==> src/rtl/rv_lsu_pkg.sv <==
// ---------------------------------------------------------------------------
// rv_lsu_pkg
// Shared definitions for the RV64 load/store unit:
//   - RISC-V load/store funct3 encodings
//   - FSM state type used by rv_lsu
//   - lane_mask(): byte-enable pattern for an access of 2**size bytes at a
//     byte offset within a 64-bit word
// ---------------------------------------------------------------------------
package rv_lsu_pkg;

  // funct3 encodings. For stores only the first four are valid; the low two
  // bits always give log2 of the access size in bytes.
  localparam logic [2:0] F3_B  = 3'b000;
  localparam logic [2:0] F3_H  = 3'b001;
  localparam logic [2:0] F3_W  = 3'b010;
  localparam logic [2:0] F3_D  = 3'b011;
  localparam logic [2:0] F3_BU = 3'b100;
  localparam logic [2:0] F3_HU = 3'b101;
  localparam logic [2:0] F3_WU = 3'b110;

  typedef enum logic [1:0] {
    IDLE = 2'd0,  // waiting for a request
    MEM  = 2'd1,  // memory read data is being returned this cycle
    RESP = 2'd2   // response presented, waiting for rsp_ready
  } lsu_state_t;

  // Byte-lane mask of an access of (1 << size) bytes starting at lane off.
  // Callers only use the result for naturally aligned accesses, so the mask
  // never spills past lane 7.
  function automatic logic [7:0] lane_mask(input logic [1:0] size,
                                           input logic [2:0] off);
    logic [7:0] base;
    base = 8'h00;
    case (size)
      2'd0:    base = 8'h01;
      2'd1:    base = 8'h03;
      2'd2:    base = 8'h0F;
      default: base = 8'hFF;
    endcase
    return base << off;
  endfunction

endpackage

==> src/rtl/rv_lsu_if.sv <==
// ---------------------------------------------------------------------------
// rv_lsu_if
// Request/response bundle between the execute stage and the load/store unit.
//   req_valid/req_ready  request handshake (fires when both are high)
//   req_we               1 = store, 0 = load
//   req_funct3           RISC-V funct3 of the access
//   req_addr             byte address
//   req_wdata            store data, right-aligned
//   rsp_valid/rsp_ready  response handshake
//   rsp_rdata            extended load data (0 for stores and faults)
//   rsp_misaligned       address not naturally aligned for the access size
//   rsp_illegal          funct3 not valid for the op
// Modports: master = execute stage, slave = load/store unit.
// ---------------------------------------------------------------------------
interface rv_lsu_if #(
  parameter int DATA_WIDTH = 64,
  parameter int ADDR_WIDTH = DATA_WIDTH
);

  logic                  req_valid;
  logic                  req_ready;
  logic                  req_we;
  logic [2:0]            req_funct3;
  logic [ADDR_WIDTH-1:0] req_addr;
  logic [DATA_WIDTH-1:0] req_wdata;

  logic                  rsp_valid;
  logic                  rsp_ready;
  logic [DATA_WIDTH-1:0] rsp_rdata;
  logic                  rsp_misaligned;
  logic                  rsp_illegal;

  modport master (
    output req_valid, req_we, req_funct3, req_addr, req_wdata, rsp_ready,
    input  req_ready, rsp_valid, rsp_rdata, rsp_misaligned, rsp_illegal
  );

  modport slave (
    input  req_valid, req_we, req_funct3, req_addr, req_wdata, rsp_ready,
    output req_ready, rsp_valid, rsp_rdata, rsp_misaligned, rsp_illegal
  );

endinterface

==> src/rtl/rv_lsu_align.sv <==
// ---------------------------------------------------------------------------
// rv_lsu_align
// Purely combinational data alignment for the load/store unit.
// Request side (decoded from the live request):
//   i_req_we, i_req_funct3, i_req_off, i_req_wdata
//   o_st_wdata     store data replicated across every lane so the addressed
//                  lanes hold the right-aligned value shifted by 8*off
//   o_lane_mask    byte enables of the access (valid when aligned)
//   o_misaligned   offset not a multiple of the access size
//   o_illegal      funct3 invalid for the op
// Load side (from the registered request and memory read data):
//   i_ld_funct3, i_ld_off, i_mem_rdata
//   o_ld_data      selected bytes, sign- or zero-extended
// Only DATA_WIDTH = 64 is supported.
// ---------------------------------------------------------------------------
module rv_lsu_align
  import rv_lsu_pkg::*;
#(
  parameter int DATA_WIDTH = 64,
  parameter int DATA_BYTES = DATA_WIDTH / 8
) (
  input  logic                  i_req_we,
  input  logic [2:0]            i_req_funct3,
  input  logic [2:0]            i_req_off,
  input  logic [DATA_WIDTH-1:0] i_req_wdata,
  output logic [DATA_WIDTH-1:0] o_st_wdata,
  output logic [DATA_BYTES-1:0] o_lane_mask,
  output logic                  o_misaligned,
  output logic                  o_illegal,
  input  logic [2:0]            i_ld_funct3,
  input  logic [2:0]            i_ld_off,
  input  logic [DATA_WIDTH-1:0] i_mem_rdata,
  output logic [DATA_WIDTH-1:0] o_ld_data
);

  logic [1:0]            w_req_size;
  logic [DATA_WIDTH-1:0] w_ld_shifted;

  assign w_req_size = i_req_funct3[1:0];

  // Each lane takes the byte of the store value that lands on it when the
  // value is repeated every (1 << size) bytes. The addressed lanes therefore
  // carry wdata << 8*off, and the other lanes hold harmless copies.
  for (genvar gi = 0; gi < DATA_BYTES; gi++) begin : g_st_lane
    assign o_st_wdata[8*gi +: 8] =
        (w_req_size == 2'd0) ? i_req_wdata[7:0] :
        (w_req_size == 2'd1) ? i_req_wdata[8*(gi % 2) +: 8] :
        (w_req_size == 2'd2) ? i_req_wdata[8*(gi % 4) +: 8] :
                               i_req_wdata[8*gi +: 8];
  end

  assign o_lane_mask = lane_mask(w_req_size, i_req_off);

  always_comb begin
    o_misaligned = 1'b0;
    case (w_req_size)
      2'd0:    o_misaligned = 1'b0;
      2'd1:    o_misaligned = i_req_off[0];
      2'd2:    o_misaligned = |i_req_off[1:0];
      default: o_misaligned = |i_req_off;
    endcase
  end

  // Stores have no unsigned variants; the only invalid load encoding is 111.
  assign o_illegal = i_req_we ? i_req_funct3[2] : (i_req_funct3 == 3'b111);

  // The memory always returns the whole aligned word; move the addressed
  // bytes down to bit 0 before extending.
  assign w_ld_shifted = i_mem_rdata >> {i_ld_off, 3'b000};

  always_comb begin
    o_ld_data = '0;
    case (i_ld_funct3)
      F3_B:    o_ld_data = {{(DATA_WIDTH-8){w_ld_shifted[7]}},   w_ld_shifted[7:0]};
      F3_H:    o_ld_data = {{(DATA_WIDTH-16){w_ld_shifted[15]}}, w_ld_shifted[15:0]};
      F3_W:    o_ld_data = {{(DATA_WIDTH-32){w_ld_shifted[31]}}, w_ld_shifted[31:0]};
      F3_BU:   o_ld_data = {{(DATA_WIDTH-8){1'b0}},  w_ld_shifted[7:0]};
      F3_HU:   o_ld_data = {{(DATA_WIDTH-16){1'b0}}, w_ld_shifted[15:0]};
      F3_WU:   o_ld_data = {{(DATA_WIDTH-32){1'b0}}, w_ld_shifted[31:0]};
      default: o_ld_data = w_ld_shifted;  // LD; 111 never gets this far
    endcase
  end

endmodule

==> src/rtl/rv_lsu.sv <==
// ---------------------------------------------------------------------------
// rv_lsu
// RV64 load/store unit between the execute stage and a single-port
// synchronous data memory (1-cycle registered read, per-byte write enables,
// write-first). One memory op per request, one response per request.
// Ports:
//   clk        clock, all state on posedge
//   rst        synchronous active-high reset
//   lsu        request/response bundle (rv_lsu_if.slave)
//   mem_addr   memory address (full, unmodified byte address)
//   mem_wdata  memory write data
//   mem_wen    memory per-byte write enables
//   mem_rdata  memory read data (valid the cycle after the address)
// Timing for a legal aligned op firing at edge N: the store is written at N,
// the read word is captured at N+1 and the response is valid afterwards.
// Faulting ops skip MEM and present their response right after N.
// ---------------------------------------------------------------------------
module rv_lsu
  import rv_lsu_pkg::*;
#(
  parameter int DATA_WIDTH = 64,
  parameter int DATA_BYTES = DATA_WIDTH / 8,
  parameter int ADDR_WIDTH = DATA_WIDTH
) (
  input  logic                  clk,
  input  logic                  rst,
  rv_lsu_if.slave               lsu,
  output logic [ADDR_WIDTH-1:0] mem_addr,
  output logic [DATA_WIDTH-1:0] mem_wdata,
  output logic [DATA_BYTES-1:0] mem_wen,
  input  logic [DATA_WIDTH-1:0] mem_rdata
);

  lsu_state_t r_state;
  lsu_state_t w_state_next;

  // Request captured at fire; drives mem_addr and load extraction later.
  logic [ADDR_WIDTH-1:0] r_addr;
  logic [2:0]            r_funct3;
  logic                  r_we;

  // Registered response.
  logic [DATA_WIDTH-1:0] r_rsp_rdata;
  logic                  r_rsp_misaligned;
  logic                  r_rsp_illegal;

  logic                  w_req_ready;
  logic                  w_fire;
  logic                  w_fault;
  logic [DATA_WIDTH-1:0] w_st_wdata;
  logic [DATA_BYTES-1:0] w_lane_mask;
  logic                  w_misaligned;
  logic                  w_illegal;
  logic [DATA_WIDTH-1:0] w_ld_data;
  logic [ADDR_WIDTH-1:0] w_mem_addr;
  logic [DATA_BYTES-1:0] w_mem_wen;

  rv_lsu_align #(
    .DATA_WIDTH (DATA_WIDTH),
    .DATA_BYTES (DATA_BYTES)
  ) u_align (
    .i_req_we     (lsu.req_we),
    .i_req_funct3 (lsu.req_funct3),
    .i_req_off    (lsu.req_addr[2:0]),
    .i_req_wdata  (lsu.req_wdata),
    .o_st_wdata   (w_st_wdata),
    .o_lane_mask  (w_lane_mask),
    .o_misaligned (w_misaligned),
    .o_illegal    (w_illegal),
    .i_ld_funct3  (r_funct3),
    .i_ld_off     (r_addr[2:0]),
    .i_mem_rdata  (mem_rdata),
    .o_ld_data    (w_ld_data)
  );

  assign w_fault = w_misaligned | w_illegal;
  assign w_fire  = w_req_ready & lsu.req_valid;

  // ---------------------------------------------------------------- FSM
  always_ff @(posedge clk) begin
    if (rst) begin
      r_state <= IDLE;
    end else begin
      r_state <= w_state_next;
    end
  end

  always_comb begin
    w_state_next = r_state;
    w_req_ready  = 1'b0;
    w_mem_addr   = r_addr;
    w_mem_wen    = '0;
    case (r_state)
      IDLE: begin
        // Present the live address so the memory's registered read lines
        // up with the MEM cycle; gating on rst blocks writes during reset.
        w_req_ready = !rst;
        w_mem_addr  = lsu.req_addr;
        if (lsu.req_valid && !rst) begin
          w_state_next = w_fault ? RESP : MEM;
          if (lsu.req_we && !w_fault) begin
            w_mem_wen = w_lane_mask;
          end
        end
      end
      MEM: begin
        w_state_next = RESP;
      end
      RESP: begin
        if (lsu.rsp_ready) begin
          w_state_next = IDLE;
        end
      end
      default: begin
        w_state_next = IDLE;
      end
    endcase
  end

  // ------------------------------------------------------------ datapath
  always_ff @(posedge clk) begin
    if (rst) begin
      r_addr           <= '0;
      r_funct3         <= '0;
      r_we             <= 1'b0;
      r_rsp_rdata      <= '0;
      r_rsp_misaligned <= 1'b0;
      r_rsp_illegal    <= 1'b0;
    end else if (w_fire) begin
      r_addr           <= lsu.req_addr;
      r_funct3         <= lsu.req_funct3;
      r_we             <= lsu.req_we;
      // Faults respond straight away with zero data; legal ops get their
      // data in MEM. Illegal masks misaligned so only one flag is reported.
      r_rsp_rdata      <= '0;
      r_rsp_illegal    <= w_illegal;
      r_rsp_misaligned <= w_misaligned & ~w_illegal;
    end else if (r_state == MEM) begin
      // mem_rdata is sampled exactly once per op, so read side effects
      // (e.g. a cycle counter location) are observed once.
      r_rsp_rdata <= r_we ? '0 : w_ld_data;
    end
  end

  // -------------------------------------------------------------- outputs
  assign lsu.req_ready      = w_req_ready;
  assign lsu.rsp_valid      = (r_state == RESP);
  assign lsu.rsp_rdata      = r_rsp_rdata;
  assign lsu.rsp_misaligned = r_rsp_misaligned;
  assign lsu.rsp_illegal    = r_rsp_illegal;

  assign mem_addr  = w_mem_addr;
  assign mem_wdata = w_st_wdata;
  assign mem_wen   = w_mem_wen;

endmodule

==> src/flat_wrapper.sv <==
// flat-port wrapper written by rule: the top's interface ports become plain ports
module rv_lsu_flat import rv_lsu_pkg::*;
#(
  parameter int DATA_WIDTH = 64,
  parameter int DATA_BYTES = DATA_WIDTH / 8,
  parameter int ADDR_WIDTH = DATA_WIDTH
)
  (clk, rst, mem_addr, mem_wdata, mem_wen, mem_rdata, lsu_req_valid, lsu_req_we, lsu_req_funct3, lsu_req_addr, lsu_req_wdata, lsu_rsp_ready, lsu_req_ready, lsu_rsp_valid, lsu_rsp_rdata, lsu_rsp_misaligned, lsu_rsp_illegal);
  rv_lsu_if #(.DATA_WIDTH(DATA_WIDTH), .ADDR_WIDTH(ADDR_WIDTH)) lsu_i ();
  input  logic clk;
  input  logic rst;
  output logic [ADDR_WIDTH-1:0] mem_addr;
  output logic [DATA_WIDTH-1:0] mem_wdata;
  output logic [DATA_BYTES-1:0] mem_wen;
  input  logic [DATA_WIDTH-1:0] mem_rdata;
  input wire logic [$bits(lsu_i.req_valid)-1:0] lsu_req_valid;
  input wire logic [$bits(lsu_i.req_we)-1:0] lsu_req_we;
  input wire logic [$bits(lsu_i.req_funct3)-1:0] lsu_req_funct3;
  input wire logic [$bits(lsu_i.req_addr)-1:0] lsu_req_addr;
  input wire logic [$bits(lsu_i.req_wdata)-1:0] lsu_req_wdata;
  input wire logic [$bits(lsu_i.rsp_ready)-1:0] lsu_rsp_ready;
  output wire logic [$bits(lsu_i.req_ready)-1:0] lsu_req_ready;
  output wire logic [$bits(lsu_i.rsp_valid)-1:0] lsu_rsp_valid;
  output wire logic [$bits(lsu_i.rsp_rdata)-1:0] lsu_rsp_rdata;
  output wire logic [$bits(lsu_i.rsp_misaligned)-1:0] lsu_rsp_misaligned;
  output wire logic [$bits(lsu_i.rsp_illegal)-1:0] lsu_rsp_illegal;
  assign lsu_i.req_valid = lsu_req_valid;
  assign lsu_i.req_we = lsu_req_we;
  assign lsu_i.req_funct3 = lsu_req_funct3;
  assign lsu_i.req_addr = lsu_req_addr;
  assign lsu_i.req_wdata = lsu_req_wdata;
  assign lsu_i.rsp_ready = lsu_rsp_ready;
  assign lsu_req_ready = lsu_i.req_ready;
  assign lsu_rsp_valid = lsu_i.rsp_valid;
  assign lsu_rsp_rdata = lsu_i.rsp_rdata;
  assign lsu_rsp_misaligned = lsu_i.rsp_misaligned;
  assign lsu_rsp_illegal = lsu_i.rsp_illegal;
  rv_lsu #(.DATA_WIDTH(DATA_WIDTH), .DATA_BYTES(DATA_BYTES), .ADDR_WIDTH(ADDR_WIDTH)) u_core (.clk(clk), .rst(rst), .lsu(lsu_i), .mem_addr(mem_addr), .mem_wdata(mem_wdata), .mem_wen(mem_wen), .mem_rdata(mem_rdata));
endmodule
==> config.mk <==
export PLATFORM = sky130hd
export DESIGN_NAME = rv_lsu_flat
export DESIGN_NICKNAME = d
export VERILOG_FILES = /design/src/rtl/rv_lsu_pkg.sv /design/src/rtl/rv_lsu_if.sv /design/src/rtl/rv_lsu_align.sv /design/src/rtl/rv_lsu.sv /design/src/flat_wrapper.sv
export SDC_FILE = /design/constraint.sdc
export NUM_CORES = 1
export LEC_CHECK = 0
export CORE_MARGIN = 2
export CORE_UTILIZATION = 30
export CTS_CLUSTER_SIZE = 14
export DETAILED_ROUTE_END_ITERATION = 12
export PLACE_DENSITY = 0.71
export RECOVER_POWER = 100
export SLEW_MARGIN = 20
export SYNTH_ARGS = -nofsm -noshare
export SYNTH_HDL_FRONTEND = slang
export SYNTH_SLANG_ARGS = --single-unit
==> constraint.sdc <==
create_clock -name clk -period 5.8 [get_ports clk]
set_input_delay 0.58 -clock clk [delete_from_list [all_inputs] [get_ports clk]]
set_output_delay 0.58 -clock clk [all_outputs]
set_load 0.01 [all_outputs]
==> impl_metrics.toml, run 1 <==
[yosys]
synth.area.top_cells = "dfxtp_1, mux2_2, mux4_2"
synth_cell_types = 49
yosysTopAreaCellShare_pct = 31.0
synth-seq-area-share_pct = 31.0
synth_warnings = 0
ys.flop_type = "dfxtp_1"
syn_nets = 1228
yosys.area.top_type = "dfxtp_1"
async_reset_ff_share_pct = 0
synth_cells = 1028
syn_area_sq_um = 8780
synth-edff-count = 0
synth.avg_cell_area_sq_um = 8.54
synth_seq_cells = 136

[critical_path]
critPathBufInv = 3
rrSetupSlack_ns = 1.31
cp-start-kind = "register"
timing.critical_path.fanout_max = 25
crit_path_frequent_cell = "clkbuf_1"
crit_cells = 8
required_ns = 6.09
path_cells = "clkbuf_1, or2_0, or3b_2, a31oi_1, nor3b_1, clkbuf_1, clkbuf_1, o21ai_0"
worstSetupPathType = "reg2reg"
critical_path.top_delay_family = "buffers and inverters"
critical_path_arrival_ns = 4.78
end_kind = "register"
ff2ff_path_depth = 8
crit_path_top_delay_cell = "dfxtp_1"
crit_path_max_incr_delay_ns = 0.94

[sta]
rsz0062_at_grt = "false"
hold_viol = 0
setup_viol = 0
slew_violations = 163
final.setup.tns_ns = 0
period_needed_ns = 4.49
min_period_over_period_pct = 77.4
slew_headroom_pct = -36.8
worstMarginPinSlew_ns = 2.05
whs_ns = 0.451
clock_skew_ns = 0.0114
fmax_mhz = 223

[detailed_routing]
detailedRoute.firstIterationViolations = 678
drc = 0
drt_pass1_iterations = 5
wire_per_inst_um = 20.1
avgViaCountPerCell = 5.23
ant_nets = 0
drt-total-wl_mm = 35.5
vias = 9227

[die]
num_io_pins = 404
fp.dieH_um = 175
die_area_sq_um = 30700
core_area_sq_um = 28800
die_x_um = 175
start_util_pct = 30.5
placementRows = 62

[run_status]
status = "complete, but fails checks"
violations = "capacitance limit, slew limit"

[final_layout]
drive_gt1_share_pct = 14.2
layout.cells.non_filler = 1763
area_growth_pct = 54.2
final_util_pct = 47.0
nets = 1563

[min_path]
worstHoldPathCells = 2
min_path_type = "reg2reg"

[cts]
clock-sinks = 136
cts_resized = 0
clock_latency_ns = 0.42
cts-root-buf = "clkbuf_16"
cts_tree = "done"
cts_buffer_depth = 2
cts_max_level = 4
numCtsBuffers = 17
ctsHoldBuffers = 0
post_cts_buffers = 0
cts.clk_slew.worst_paths_ns = 0.07

[grt]
grt_pass1_vias = 8851
grt_max_degree = 123
grt_pass1_wl_mm = 53.2
grt_use_total_pct = 22.4
gr-total-overflow = 0
antenna_found_initial = 5

[run]
cap_violations = 3

[pwr]
ir_worst_vdd_uv = 140
p_leak_nw = 5.12
power.density_nw_per_um2 = 224

[place]
dp_hpwl_mm = 26.9
gp_congestion = 0.890
dp_cells = 1726
port_buffers = 403
[cells by family after synthesis]
family	after synthesis	share of synthesized area [%]
AND/OR/NAND/NOR	333	18.2
AO/OA/AOI/OAI	269	19.1
flip-flops	136	31.0
multiplexers	183	26.4
buffers and inverters	107	5.33
[cell usage after synthesis (2+ instances only)]
cell type / n
o22ai_1: 11
o31ai_1: 21
nor4_1: 2
mux2_2: 115
nand2_1: 144
buf_2: 10
o21a_1: 3
a2bb2oi_1: 8
o21ai_1: 21
o32ai_1: 3
or2_2: 5
a211oi_1: 6
nor2b_1: 19
a21oi_1: 42
o211ai_1: 10
a22oi_1: 10
nand2b_1: 76
mux4_2: 27
a21o_1: 6
clkbuf_1: 73
o21ai_0: 99
mux2i_1: 40
dfxtp_1: 136
and3_1: 2
inv_1: 5
nor3_1: 14
a211o_1: 6
or2_1: 2
buf_6: 2
nor2_1: 50
and2_1: 12
buf_4: 10
a2111oi_0: 2
a221o_1: 16
buf_1: 6
[area by class of cell]
type,instances,area (sq um)
multi-input cells,785,5580
repair buffers,418,4150
clock inverters,15,154
fillers,2759,15200
inverters,5,18.8
well taps,384,480
clock buffers,17,425
flip-flops and latches,136,2730
diodes,3,7.51
[layer usage]
layer / wire (um) / vias up / track usage [%]
met5: 24 / - / 0
met4: 865 / 4 / 6.53
met1: 14400 / 4377 / 26.9
met3: 2980 / 56 / 6.83
met2: 17200 / 426 / 38.5
li1: - / 4364 / -
[worst paths after layout]
path / start / to
setup / recovery: u_core.r_addr[2]$_SDFFE_PP0P_ / u_core.lsu.rsp_rdata[47]$_SDFFE_PP0N_
hold / removal: u_core.lsu.rsp_rdata[62]$_SDFFE_PP0N_ / u_core.lsu.rsp_rdata[62]$_SDFFE_PP0N_
setup reg to reg: u_core.r_addr[2]$_SDFFE_PP0P_ / u_core.lsu.rsp_rdata[47]$_SDFFE_PP0N_
hold reg to reg: u_core.lsu.rsp_rdata[62]$_SDFFE_PP0N_ / u_core.lsu.rsp_rdata[62]$_SDFFE_PP0N_
[state kept, by name, summed over array words and instances, names as in the netlist]
register and flops:
u_core.lsu.rsp_rdata 64, u_core.r_addr 64, u_core.r_funct3 3, u_core.r_state 2
u_core.lsu.rsp_illegal 1, u_core.lsu.rsp_misaligned 1, u_core.r_we 1
[worst min-delay path: cells and delay by family (launching register included)]
| family | cells | cell delay, ns |
|---|---|---|
| flip-flops | 1 | 0.31 |
| AND/OR/NAND/NOR | 1 | 0.05 |
| AO/OA/AOI/OAI | 1 | 0.05 |
[where the power goes]
group          leakage [nW]  switching, mW  internal (mW)
Clock                 0.278          0.490          0.608
Sequential             1.11         0.0369          0.983
Combinational          3.73          0.434          0.479
[per-stage QoR]
| step | area, sq um | setup WS [ns] | power [mW] |
|---|---|---|---|
| after detailed placement | 13000 | 2.03 | 1.99 |
| after global placement | 12900 | 2.04 | 1.97 |
| after floorplan | 8780 | 2.85 | 1.51 |
| after global routing | 13500 | 1.08 | 3.17 |
| after CTS | 13500 | 2.01 | 3.10 |
| final | 13500 | 1.31 | 3.03 |
[placed cells by master, fill, tap and decap left out, drive strengths merged, types with 2 or more instances in the layout]
cell type and n:
a2111oi 2, a211o 6, a211oi 6, a21o 6
a21oi 42, a221o 16, a22oi 11, a2bb2oi 8
and2 12, and3 2, buf 12, clkbuf 23
clkdlybuf4s50 203, clkinvlp 3, dfxtp 136, diode 3
dlygate4sd3 197, inv 15, mux2 116, mux2i 40
mux4 27, nand2 144, nand2b 76, nor2 50
nor2b 19, nor3 14, nor4 2, o211ai 10
o21a 3, o21ai 120, o22ai 11, o31ai 21
o32ai 3, or2 7
(Power assumes the default switching activity.)
==> run 2: changes to the inputs <==
- clock period: 5.8 -> 4.27 ns (I/O delays scaled with it)
==> run 2 against run 1 <==
The flow still finishes with violations (capacitance limit, slew limit). Utilization up 0.21 points. Worst setup slack got worse by 0.77 ns. Sequential power is 36% higher. Highest routed layer unchanged. Largest power group unchanged. Sequential cell count is the same. Clock power increased by 42%.
==> impl_metrics.toml, run 2 (same netlist as run 1, synthesis figures left out) <==
[min_path]
min_path_type = "reg2reg"

[cts]
post_cts_buffers = 0
cts_resized = 0
cts_max_level = 4
cts_tree = "done"
ctsHoldBuffers = 0
clock_latency_ns = 0.42
cts_buffer_depth = 2
clock-sinks = 136
cts.clk_slew.worst_paths_ns = 0.07
cts-root-buf = "clkbuf_16"
numCtsBuffers = 17

[place]
port_buffers = 403
gp_congestion = 0.910
dp_hpwl_mm = 26.8

[die]
num_io_pins = 404
placementRows = 62
die_x_um = 175
fp.dieH_um = 175
core_area_sq_um = 28800
start_util_pct = 30.5
die_area_sq_um = 30700

[sta]
min_period_over_period_pct = 87.3
setup_viol = 0
slew_violations = 185
clock_skew_ns = 0.0133
hold_viol = 0
fmax_mhz = 268
final.setup.tns_ns = 0
period_needed_ns = 3.73
rsz0062_at_grt = "false"
slew_headroom_pct = -37.7
worstMarginPinSlew_ns = 2.07

[run_status]
violations = "capacitance limit, slew limit"
status = "complete, but fails checks"

[pwr]
finalPower_mw = 4.21
p_leak_nw = 5.11
ir_worst_vdd_uv = 247
power.density_nw_per_um2 = 310

[grt]
grt_max_degree = 123
gr-total-overflow = 0
grt_use_total_pct = 22.6
antenna_found_initial = 6
grt_pass1_wl_mm = 53.5
grt_pass1_vias = 8909

[detailed_routing]
drc = 0
avgViaCountPerCell = 5.20
detailedRoute.firstIterationViolations = 572
wl_met2_mm = 16.8
wire_per_inst_um = 20.1
ant_nets = 0
vias = 9177
drt_pass1_iterations = 5
met3_wirelength_mm = 2.89
top_layer = "met5"
met1_length_mm = 14.8
drt-total-wl_mm = 35.5

[critical_path]
crit_path_top_delay_cell = "clkbuf_2"
critical_path_arrival_ns = 3.30
crit_path_max_incr_delay_ns = 1.20
cp-start-kind = "register"
timing.critical_path.fanout_max = 61
worstSetupPathType = "reg2out"
required_ns = 3.84
end_kind = "output pin"
path_cells = "nor2_4, clkbuf_2, mux2_2, dlygate4sd3_1"

[final_layout]
drive_gt1_share_pct = 14.4
final_util_pct = 47.3
area_growth_pct = 54.9
nets = 1566
regArea_sq_um = 2730
layout_commonest_cell = "clkdlybuf4s50_1"
multi_input_area_sq_um = 5600
fillers = 2711
final_cell_mix = "clkdlybuf4s50_1, nand2_1, dlygate4sd3_1"

[run]
cap_violations = 2
## run 2: metrics by stage
stage | cells | hold slack [ns] | cell area (sq um) | setup slack [ns]
final | 1765 | 0.455 | 13600 | 0.543
after global routing | 1764 | 0.476 | 13600 | 0.362
after CTS | 1762 | 0.450 | 13600 | 0.919
after detailed placement | 1730 | 0.440 | 13000 | 0.932
after global placement | 1730 | 0.434 | 13000 | 0.959
after floorplan | 1028 | 0.447 | 8780 | 1.62
## run 2: worst paths after layout
check | startpoint | endpoint | slack (ns) | cells after the start
setup / recovery | u_core.r_state[1]$_SDFFE_PP0P_ | mem_addr[51] | 0.54 | 4
hold / removal | u_core.lsu.rsp_rdata[46]$_SDFFE_PP0N_ | u_core.lsu.rsp_rdata[46]$_SDFFE_PP0N_ | 0.45 | 2
setup reg to reg | u_core.r_addr[1]$_SDFFE_PP0P_ | u_core.lsu.rsp_rdata[52]$_SDFFE_PP0N_ | 0.67 | 7
hold reg to reg | u_core.lsu.rsp_rdata[46]$_SDFFE_PP0N_ | u_core.lsu.rsp_rdata[46]$_SDFFE_PP0N_ | 0.45 | 2
## run 2: report_power, final
part | internal, mW | switching, mW | leakage, nW
logic | 0.678 | 0.580 | 3.72
registers | 1.34 | 0.0588 | 1.11
clock network | 0.889 | 0.672 | 0.287
total | 2.90 | 1.31 | 5.11
## run 2: layout make-up
class                           instances  area share, %
Tap cell                              384           3.53
Timing Repair Buffer                  421           30.6
Inverter                                5          0.138
Antenna cell                            2         0.0368
Clock buffer                           17           3.13
Sequential cell                       136           20.0
Clock inverter                         15           1.33
Multi-Input combinational cell        785           41.2
## run 2: critical path, delay by kind of cell (launching register included)
family / cells / cell delay, ns
buf+inv: 2 / 1.81
flops: 1 / 0.37
simple gates: 1 / 0.24
mux: 1 / 0.44
## run 2: per-layer routing
metal,global-route usage [%],up-vias
li1,-,4368
met1,27.7,4370
met2,37.8,379
met3,7.33,52
met4,6.74,8
met5,0,-
==> run 3: changes to the inputs <==
- DONT_BUFFER_PORTS: not set -> 1
- PLACE_DENSITY: 0.71 -> 0.54
- SLEW_MARGIN: 20 -> not set
==> run 3 against run 2 <==
The flow still finishes with violations (capacitance limit, slew limit). Utilization down 14 points. Total power shrank 17%. Die area unchanged.
==> impl_metrics.toml, run 3 (same netlist as run 1, synthesis figures left out) <==
[cts]
clock-sinks = 136
cts_max_level = 4
cts_tree = "done"
cts_buffer_depth = 2
cts.clk_slew.worst_paths_ns = 0.06
cts-root-buf = "clkbuf_16"
post_cts_buffers = 0
ctsHoldBuffers = 0
clock_latency_ns = 0.43
numCtsBuffers = 17
cts_resized = 0

[critical_path]
path_cells = "clkbuf_2, or2_0, or3_1, a31oi_1, nor3b_4, buf_4, o21ai_0"
worstSetupPathType = "reg2reg"
r2r_start = "u_core.r_addr[1]$_SDFFE_PP0P_"
required_ns = 4.56
end_kind = "register"
critical_path_arrival_ns = 3.91
crit_cells = 7
r2r_end = "u_core.lsu.rsp_rdata[55]$_SDFFE_PP0N_"
crit_path_end = "u_core.lsu.rsp_rdata[55]$_SDFFE_PP0N_"
crit_path_max_incr_delay_ns = 1.23
ff2ff_path_depth = 7
critical_path.top_delay_family = "flip-flops"
rrSetupSlack_ns = 0.65
cp-start-kind = "register"
critPathBufInv = 2
crit_start = "u_core.r_addr[1]$_SDFFE_PP0P_"
crit_path_top_delay_cell = "dfxtp_1"
timing.critical_path.fanout_max = 32

[final_layout]
diodes = 0
layout_commonest_cell = "nand2_1"
nets = 1159
final_cell_mix = "nand2_1, dfxtp_1, o21ai_0"
area_growth_pct = 7.58
drive_gt1_share_pct = 10.2

[pwr]
ir_worst_vdd_uv = 234
p_leak_nw = 3.24
power.density_nw_per_um2 = 371
finalPower_mw = 3.51

[detailed_routing]
drt-total-wl_mm = 31.2
wire_per_inst_um = 23.0
drt_pass1_iterations = 7
drc = 0
avgViaCountPerCell = 5.61
vias = 7607
ant_nets = 0
detailedRoute.firstIterationViolations = 542

[sta]
setup_viol = 0
slew_violations = 148
rsz0062_at_grt = "false"
fmax_mhz = 277
slew_headroom_pct = -22.7
clock_skew_ns = 0.0115
worstMarginPinSlew_ns = 1.84
period_needed_ns = 3.62
final.setup.tns_ns = 0
min_period_over_period_pct = 84.7
hold_viol = 0

[run]
cap_violations = 2

[run_status]
violations = "capacitance limit, slew limit"
status = "complete, but fails checks"

[die]
die_x_um = 175
die_area_sq_um = 30700
num_io_pins = 404
start_util_pct = 30.5
fp.dieH_um = 175
placementRows = 62
core_area_sq_um = 28800

[place]
gp_congestion = 0.953
dp_hpwl_mm = 23.6
port_buffers = 0

[grt]
gr-total-overflow = 0
grt_use_total_pct = 19.6
grt_pass1_vias = 7247
grt_max_degree = 114
grt_pass1_wl_mm = 46.1
antenna_found_initial = 0

[min_path]
min_path_type = "in2reg"
-- run 3: cell types whose count changed in the layout (fill, tap and decap cells not counted), moves of 2 or more --
cell	previous run	this run
bufinv_16	2	0
mux2_1	9	97
buf_4	13	7
clkdlybuf4s50_1	256	0
dlygate4sd3_1	144	0
inv_8	5	1
and2_1	8	10
clkbuf_1	2	5
inv_6	4	7
buf_2	2	0
and2_0	3	1
diode_2	2	0
mux2_2	107	19
-- run 3: routing by layer --
layer	vias to the layer above	part of all wire [%]	GRT usage [%]	wire length, um
li1	3559	-	-	-
met1	3688	40	23.6	12600
met2	333	47	31.8	14800
met3	27	11	8.88	3280
met4	0	1.6	5.03	500
met5	-	0	0	0
-- run 3: stage by stage --
| stage | instances | hold slack, ns | util (%) | area [sq um] | setup WS (ns) |
|---|---|---|---|---|---|
| floorplan | 1028 | 0.447 | - | 8780 | 1.62 |
| global placement | 1324 | 0.455 | 31.1 | 8950 | 1.37 |
| detailed placement | 1324 | 0.466 | 31.1 | 8950 | 1.34 |
| CTS | 1356 | 0.0554 | 33.0 | 9490 | 0.873 |
| global route | 1356 | 0.0474 | 32.8 | 9450 | 0.410 |
| finish | 1356 | 0.0718 | 32.8 | 9450 | 0.654 |
-- run 3: final cells by class --
| class | instances | area [sq um] |
|---|---|---|
| repair buffers | 14 | 83.8 |
| inverters | 5 | 18.8 |
| clock inverters | 13 | 110 |
| clock buffers | 19 | 433 |
| well taps | 384 | 480 |
| fillers | 3021 | 19300 |
| flip-flops and latches | 136 | 2730 |
| multi-input cells | 785 | 5600 |
-- run 3: how the worst min path moves through the flow --
stage                                         from                        endpoint  slack, ns  cells after the start
floorplan           u_core.r_addr[10]$_SDFFE_PP0P_  u_core.r_addr[10]$_SDFFE_PP0P_       0.45                      2
global placement    u_core.r_addr[23]$_SDFFE_PP0P_  u_core.r_addr[23]$_SDFFE_PP0P_       0.46                      2
detailed placement  u_core.r_addr[18]$_SDFFE_PP0P_  u_core.r_addr[18]$_SDFFE_PP0P_       0.47                      2
CTS                                            rst   u_core.r_addr[2]$_SDFFE_PP0P_       0.06                      1
global route                                   rst   u_core.r_addr[2]$_SDFFE_PP0P_       0.05                      1
finish                                         rst   u_core.r_addr[2]$_SDFFE_PP0P_       0.07                      1
-- run 3: report_power, final --
part,internal [mW],switching (mW)
logic,0.291,0.403
clock network,0.760,0.645
registers,1.34,0.0720
